### config.mk
export PLATFORM = sky130hd
export DESIGN_NAME = sha_padder
export DESIGN_NICKNAME = d
export VERILOG_FILES = /design/src/rtl/sha_padder.sv
export SDC_FILE = /design/constraint.sdc
export NUM_CORES = 2
export LEC_CHECK = 0
export BUFFER_PORTS_ARGS = -buffer_cell sky130_fd_sc_hd__buf_2
export CORE_AREA = 2 2 411 413
export DETAILED_ROUTE_END_ITERATION = 10
export DIE_AREA = 0 0 413 415
export PLACE_DENSITY_LB_ADDON = 0.05
export SLEW_MARGIN = 20
export SYNTH_ARGS = -nofsm -noshare
export SYNTH_HDL_FRONTEND = slang
export SYNTH_SLANG_ARGS = --single-unit
### constraint.sdc
create_clock -name clk -period 8.1 [get_ports clk]
set_input_delay 0 -clock clk [delete_from_list [all_inputs] [get_ports clk]]
set_output_delay 0 -clock clk [all_outputs]
set_load 0.02 [all_outputs]
### src/rtl/sha_padder.sv
// SHA message padder: packs big-endian 32-bit words into 512/1024-bit blocks,
// appends the 0x80 marker, zero fill and the bit-length field.
package sha;
  typedef enum logic [2:0] {
    SHA1   = 3'd0,
    SHA224 = 3'd1,
    SHA256 = 3'd2,
    SHA384 = 3'd3,
    SHA512 = 3'd4
  } mode_t;

  typedef union packed {
    logic [31:0][31:0] w32;
    logic [15:0][63:0] w64;
  } msg_t;
endpackage

module sha_padder (
  input  logic        clk,
  input  logic        rst,
  input  sha::mode_t  mode_i,
  input  logic [31:0] s_data_i,
  input  logic [2:0]  s_bytes_i,
  input  logic        s_last_i,
  input  logic        s_valid_i,
  output logic        s_ready_o,
  output sha::msg_t   m_block_o,
  output logic        m_last_o,
  output logic        m_valid_o,
  input  logic        m_ready_i
);

  typedef enum logic [1:0] {FILL, PAD, OUT} state_t;

  state_t      state_q;
  sha::msg_t   block_q;
  logic [4:0]  idx_q;
  logic [60:0] bytes_q;
  logic        big_q;
  logic        first_q;
  logic        pend_q;
  logic        cont_pad_q;
  logic        valid_q;
  logic        last_q;

  logic        geo_big;
  logic [4:0]  last_slot;
  logic [4:0]  len_start;
  logic [63:0] len_bits;
  logic [31:0] in_word;

  function automatic logic [31:0] mark_word(input logic [31:0] d, input logic [2:0] b);
    case (b)
      3'd0:    return 32'h8000_0000;
      3'd1:    return {d[31:24], 24'h80_0000};
      3'd2:    return {d[31:16], 16'h8000};
      3'd3:    return {d[31:8], 8'h80};
      default: return d;
    endcase
  endfunction

  function automatic logic [31:0] keep_word(input logic [31:0] d, input logic [2:0] b);
    case (b)
      3'd0:    return 32'h0;
      3'd1:    return {d[31:24], 24'h0};
      3'd2:    return {d[31:16], 16'h0};
      3'd3:    return {d[31:8], 8'h0};
      default: return d;
    endcase
  endfunction

  // Geometry comes from mode_i only on the first word; afterwards it is frozen in big_q.
  always_comb begin
    geo_big   = big_q;
    if (state_q == FILL && first_q)
      geo_big = (mode_i == sha::SHA384) || (mode_i == sha::SHA512);
    last_slot = geo_big ? 5'd31 : 5'd15;
    len_start = geo_big ? 5'd28 : 5'd14;
    len_bits  = {bytes_q, 3'b000};
    in_word   = s_last_i ? mark_word(s_data_i, s_bytes_i) : keep_word(s_data_i, s_bytes_i);
  end

  always_ff @(posedge clk) begin
    if (rst) begin
      state_q    <= FILL;
      // NOTE: the block buffer is reset too, because m_block_o must read zero during reset.
      block_q    <= '0;
      idx_q      <= '0;
      bytes_q    <= '0;
      big_q      <= 1'b0;
      first_q    <= 1'b1;
      pend_q     <= 1'b0;
      cont_pad_q <= 1'b0;
      valid_q    <= 1'b0;
      last_q     <= 1'b0;
    end else begin
      case (state_q)
        FILL: begin
          if (s_valid_i) begin
            if (first_q) begin
              big_q   <= geo_big;
              first_q <= 1'b0;
            end
            block_q.w32[5'd31 - idx_q] <= in_word;
            bytes_q <= bytes_q + 61'(s_bytes_i);
            idx_q   <= idx_q + 5'd1;
            pend_q  <= s_last_i && (s_bytes_i == 3'd4);
            if (idx_q == last_slot) begin
              state_q    <= OUT;
              valid_q    <= 1'b1;
              last_q     <= 1'b0;
              cont_pad_q <= s_last_i;
            end else if (s_last_i) begin
              state_q <= PAD;
            end
          end
        end

        PAD: begin
          if (!pend_q && idx_q == len_start) begin
            // Upper half of the 128-bit field stays zero from the buffer clear.
            if (big_q) begin
              block_q.w32[1] <= len_bits[63:32];
              block_q.w32[0] <= len_bits[31:0];
            end else begin
              block_q.w32[17] <= len_bits[63:32];
              block_q.w32[16] <= len_bits[31:0];
            end
            state_q <= OUT;
            valid_q <= 1'b1;
            last_q  <= 1'b1;
          end else begin
            block_q.w32[5'd31 - idx_q] <= pend_q ? 32'h8000_0000 : 32'h0;
            pend_q <= 1'b0;
            if (idx_q == last_slot) begin
              state_q    <= OUT;
              valid_q    <= 1'b1;
              last_q     <= 1'b0;
              cont_pad_q <= 1'b1;
            end else begin
              idx_q <= idx_q + 5'd1;
            end
          end
        end

        OUT: begin
          if (m_ready_i) begin
            valid_q <= 1'b0;
            last_q  <= 1'b0;
            block_q <= '0;
            idx_q   <= '0;
            if (last_q) begin
              state_q <= FILL;
              bytes_q <= '0;
              first_q <= 1'b1;
            end else begin
              state_q <= cont_pad_q ? PAD : FILL;
            end
          end
        end

        default: state_q <= FILL;
      endcase
    end
  end

  assign s_ready_o = !rst && (state_q == FILL);
  assign m_block_o = block_q;
  assign m_last_o  = last_q;
  assign m_valid_o = valid_q;

endmodule
Word-level counts from Yosys, hierarchy flattened
Cells that the tools add are included.

$add $sub $neg: 3. Multiply operators: 0. Divide/modulo/power cells: 0. $lt $le $gt $ge: 2. Equality and inequality tests: 21. Shifts and indexed selects: 0. Mux-type cells: 59. Bitwise gates (word level): 0. Reduce and logical (&&, ||, !) cells: 23.

Operators with widths (number): 1024-bit one-hot mux with 3 select lines (1); 1024-bit bitwise mux (2); 1024-bit 2-to-1 mux (2); 448-bit 2-to-1 mux (2); 64-bit 2-to-1 mux (4); 32-bit one-hot mux with 4 select lines (2); 61-bit 2-to-1 mux (3); 32-bit demux with 5-bit select (1); 61-bit one-hot mux with 2 select lines (1); 32-bit 2-to-1 mux (3); 61-bit by 3-bit adder with 61-bit output (1); 5-bit 2-to-1 mux (6); 4-bit AND reduction (5); 1-bit 2-to-1 mux (19); 5-bit one-hot mux with 3 select lines (1); 2-bit != test, second input constant (7); 2-bit 2-to-1 mux (6); 3-bit != test, second input constant (4); 5-bit == test (2); 5-bit AND reduction (2); 3-bit by 2-bit == test with 1-bit output, second input constant (3); 3-bit AND reduction (3); 3-bit == test, second input constant (2); 5-bit by 6-bit < comparator with 1-bit output, second input constant (1); other kinds (16) (25).

Register bits after elaboration: 1098. Latch bits: 0. RAM bits: 0. Memory bits (read-only): 0. Bits of input ports: 43. Output and inout port bits: 1027. Memories: 0.

Depth between registers and ports, before layout
Depth in word-level cells: 8. Gate-level depth with buffers: 12. Mapped depth without buffers: 9.

Worst setup path after synthesis
OpenSTA, ideal clock, no wires.

Kind: flip-flop to flip-flop. Start point: register state_q[0]. End point: register (tool-made name). Library setup time: 0.117 ns. Data arrival time: 2.610 ns. Data required time: 7.983 ns. Setup slack: 5.374 ns. Stages on the path, launching flop included: 13. Clock period less this slack: 2.726 ns. Cells stage by stage: dfxtp_1 > inv_1 > ha_1 > buf_2 > nand2_2 > o31a_1 > mux2_1 > buf_2 > o31ai_4 > buf_2 > nor2_1 > buf_2 > a22o_1.

RTL lines: from (decl) (line 35) `state_t state_q;`; from (signal assigned) (line 157) `state_q <= cont_pad_q ? PAD : FILL;`.

==> run metrics <==
Final min period=4.14 ns; final WL=220,000 µm; Power, Total=0.0149 W; DIE HEIGHT=415 µm; max frequency=242 MHz; synthesized area=38,300 µm²; WP buf/inv=4; first-pass GRT wire length=295,000 µm; cts bufs inserted=135; crit path kind=flop to flop; synthesis-to-layout area growth=34.0%; area share of the largest cell type after synthesis=57.4%; # rows=150; clock sink count=1,098; MaxCap Viol Count=0; fill count=17,400; final setup TNS=0 ns; #FFs+latches synth=1,098; Via density=4.97; initial antenna violation count=13; vias in the first global route=32,600; grt ovf=0; Pleak=22.6 nW; number of remaining DRC errors=0; sequential area share after synthesis=57.4%; I/O Buffers=1,069; worst hold start=s_data_i[11]; TritonRoute pass-1 iters=5; Post-synth ARST share=0%; WL/cell=31.9 µm; Peak VDD IR=0.227 mV; count of cell types in the netlist=63; # H-tree levels=4; Data arrival, critical path=4.82 ns; EDFF count, synth=0; Worst Path Max Fanout=60; worst r2r path cells=10; final net count=4,631; met1 Use GR=30.9%; max incr delay on CP=0.74 ns; clk_lat worst skew=0.80 ns; routed via count=34,200; reg-to-reg startpoint=state_q[0]; M2 GR Usage=41.0%; Yosys Warn Count=0; CTS tree=built; fin area=51,300 µm²; Clock Skews=0.0264 ns; Hold Crit Class=input pin to flop; antenna violation net count after detailed routing=0; cell taking the most area after synthesis=dfxtp_1; setup violators final=0; hold depth=4; main area contributors after synthesis=dfxtp_1 (57%), a22o_1 (18%), o2bb2ai_1 (2.5%), clkbuf_1 (2.5%), nand2_1 (2.2%); clk root buf=clkbuf_16; layout cells sized above 1=32.2%; reg2reg setup slack=3.96 ns; CP required=8.78 ns; critical path's slowest cell=buf_4; top_reg_cell synth=dfxtp_1; effective utilization at floorplan=23.0%; Iter 0 DRT Violations=2,514; Placed Area=46,400 µm²; Max clock buf depth=3; CP endpoint kind=flop; gpl congestion=0.793; largest net degree at the start of global routing=71; relative slew slack=21.5%; crit start category=flop; worst-margin pin slew=1.17 ns; CP top delay family=buffers and inverters; grt peak-use layer=met2; Worst-path clk slew=0.06 ns; Hold WS=0.0638 ns; I/O Pins=1,070; Die Width=413 µm; post-synthesis cell count=3,589; average cell area after synthesis=10.7 µm²; GR Util All Layers=24.6%; unrepaired setup endpoints after global routing=no; met3 layer usage reported by global route=6.41%; Final HPWL DP=151,000 µm; post-synth net total=3,644; core area=167,000 µm²; critical path cell sequence=inv_1 -> ha_1 -> inv_1 -> o21ai_1 -> a31oi_4 -> o31ai_4 -> buf_4 -> buf_4 -> nor2_2 -> a22o_1; Die ar.=171,000 µm²; fin. max-slew vios=0; power per cell area=291 nW/µm²; final period utilization=51.1%; Final Hold Viols=0; outcome=completed; Post-CTS Resized=0
-- worst reg2reg max path: cells and delay by family, from the launching register on --
kind / cells / cell delay (ns)
buffers and inverters: 4 / 1.77
AOI/OAI and AO/OA: 4 / 1.11
DFF: 1 / 0.35
adders and majority gates: 1 / 0.44
and+or+nand+nor: 1 / 0.35
-- per-layer routing --
metal  part of all wire (%)  vias to the layer above
met5                      0                        -
met1                     42                    17300
li1                       -                    15400
met4                    2.8                        0
met3                    7.0                      230
met2                     48                     1267
-- synth_stat cells (all sizes together), types with 13 or more instances --
master   number
a21oi       128
a22o        769
a22oi        59
a311oi       20
a31oi        18
a32oi        16
and2         33
and3         35
buf         109
clkbuf      255
dfxtp      1098
inv          13
mux2i        35
nand2       227
nand3        48
nand4        20
nor2        183
nor3         26
o21ai       136
o21bai       28
o22ai        28
o2bb2ai     110
o311a        28
or2          14
xnor2        16
xor2         35
-- area by class of cell --
type | instances | area (µm²) | share of cell area [%]
clock inverters | 36 | 407 | 0.792
clock buffers | 202 | 3960 | 7.72
repair buffers | 1214 | 6720 | 13.1
diodes | 4 | 10.0 | 0.0195
well taps | 2204 | 2760 | 5.37
multi-input cells | 2113 | 15400 | 30.1
inverters | 14 | 52.6 | 0.102
flip-flops and latches | 1098 | 22000 | 42.8
-- how the worst max path moves through the flow --
stage	slack, ns	to	from	depth (start not counted)
4_1_cts	3.94	flop	state_q[0]	10
3_5_place_dp	3.97	flop	state_q[0]	10
5_1_grt	3.69	flop	idx_q[3]	7
2_1_floorplan	5.37	flop	state_q[0]	12
6_report	3.96	flop	state_q[0]	10
3_3_place_gp	4.07	flop	mode_i[1]	9
-- cell usage in the layout (no fill, tap or decap), drive strengths merged, types with 28 or more instances in the layout --
cell	count
buf	1173
dfxtp	1098
a22o	769
nand2	227
clkbuf	202
nor2	183
o21ai	136
a21oi	128
o2bb2ai	110
a22oi	59
nand3	48
dlygate4sd3	41
xor2	35
mux2i	35
and3	35
and2	33
o22ai	28
o21bai	28
o311a	28
-- power breakdown --
group,switching (W),total [W],internal (W)
Sequential,0.000135,0.00571,0.00557
Clock,0.00258,0.00608,0.00350
Combinational,0.00242,0.00313,0.000709
-- cell families (layout without fill, tap and decap cells) --
logic type | Yosys count | count (layout) | synth area share, %
simple gates | 637 | 637 | 7.65
buf+inv | 378 | 1466 | 3.99
other cells | 0 | 4 | 0
compound gates | 1373 | 1373 | 28.3
xor+xnor | 51 | 51 | 1.17
mux | 40 | 40 | 1.06
flops | 1098 | 1098 | 57.4
fa+ha+maj | 12 | 12 | 0.412
-- what timing repair did --
action                                 4_1_cts  5_1_grt
setup endpoints to repair                    0        0
endpoints found under the hold margin      260        0
setup buffers                                0        0
hold buffers                                41        0
-- through the flow --
stage	worst slack, ns	util, %	std cells
floorplan	5.37	-	3589
global placement	4.07	27.8	6593
detailed placement	3.97	27.9	6599
CTS	3.94	30.7	6878
global route	3.69	30.8	6883
finish	3.96	30.8	6885
Note: power is estimated with default switching activity, not from simulation.
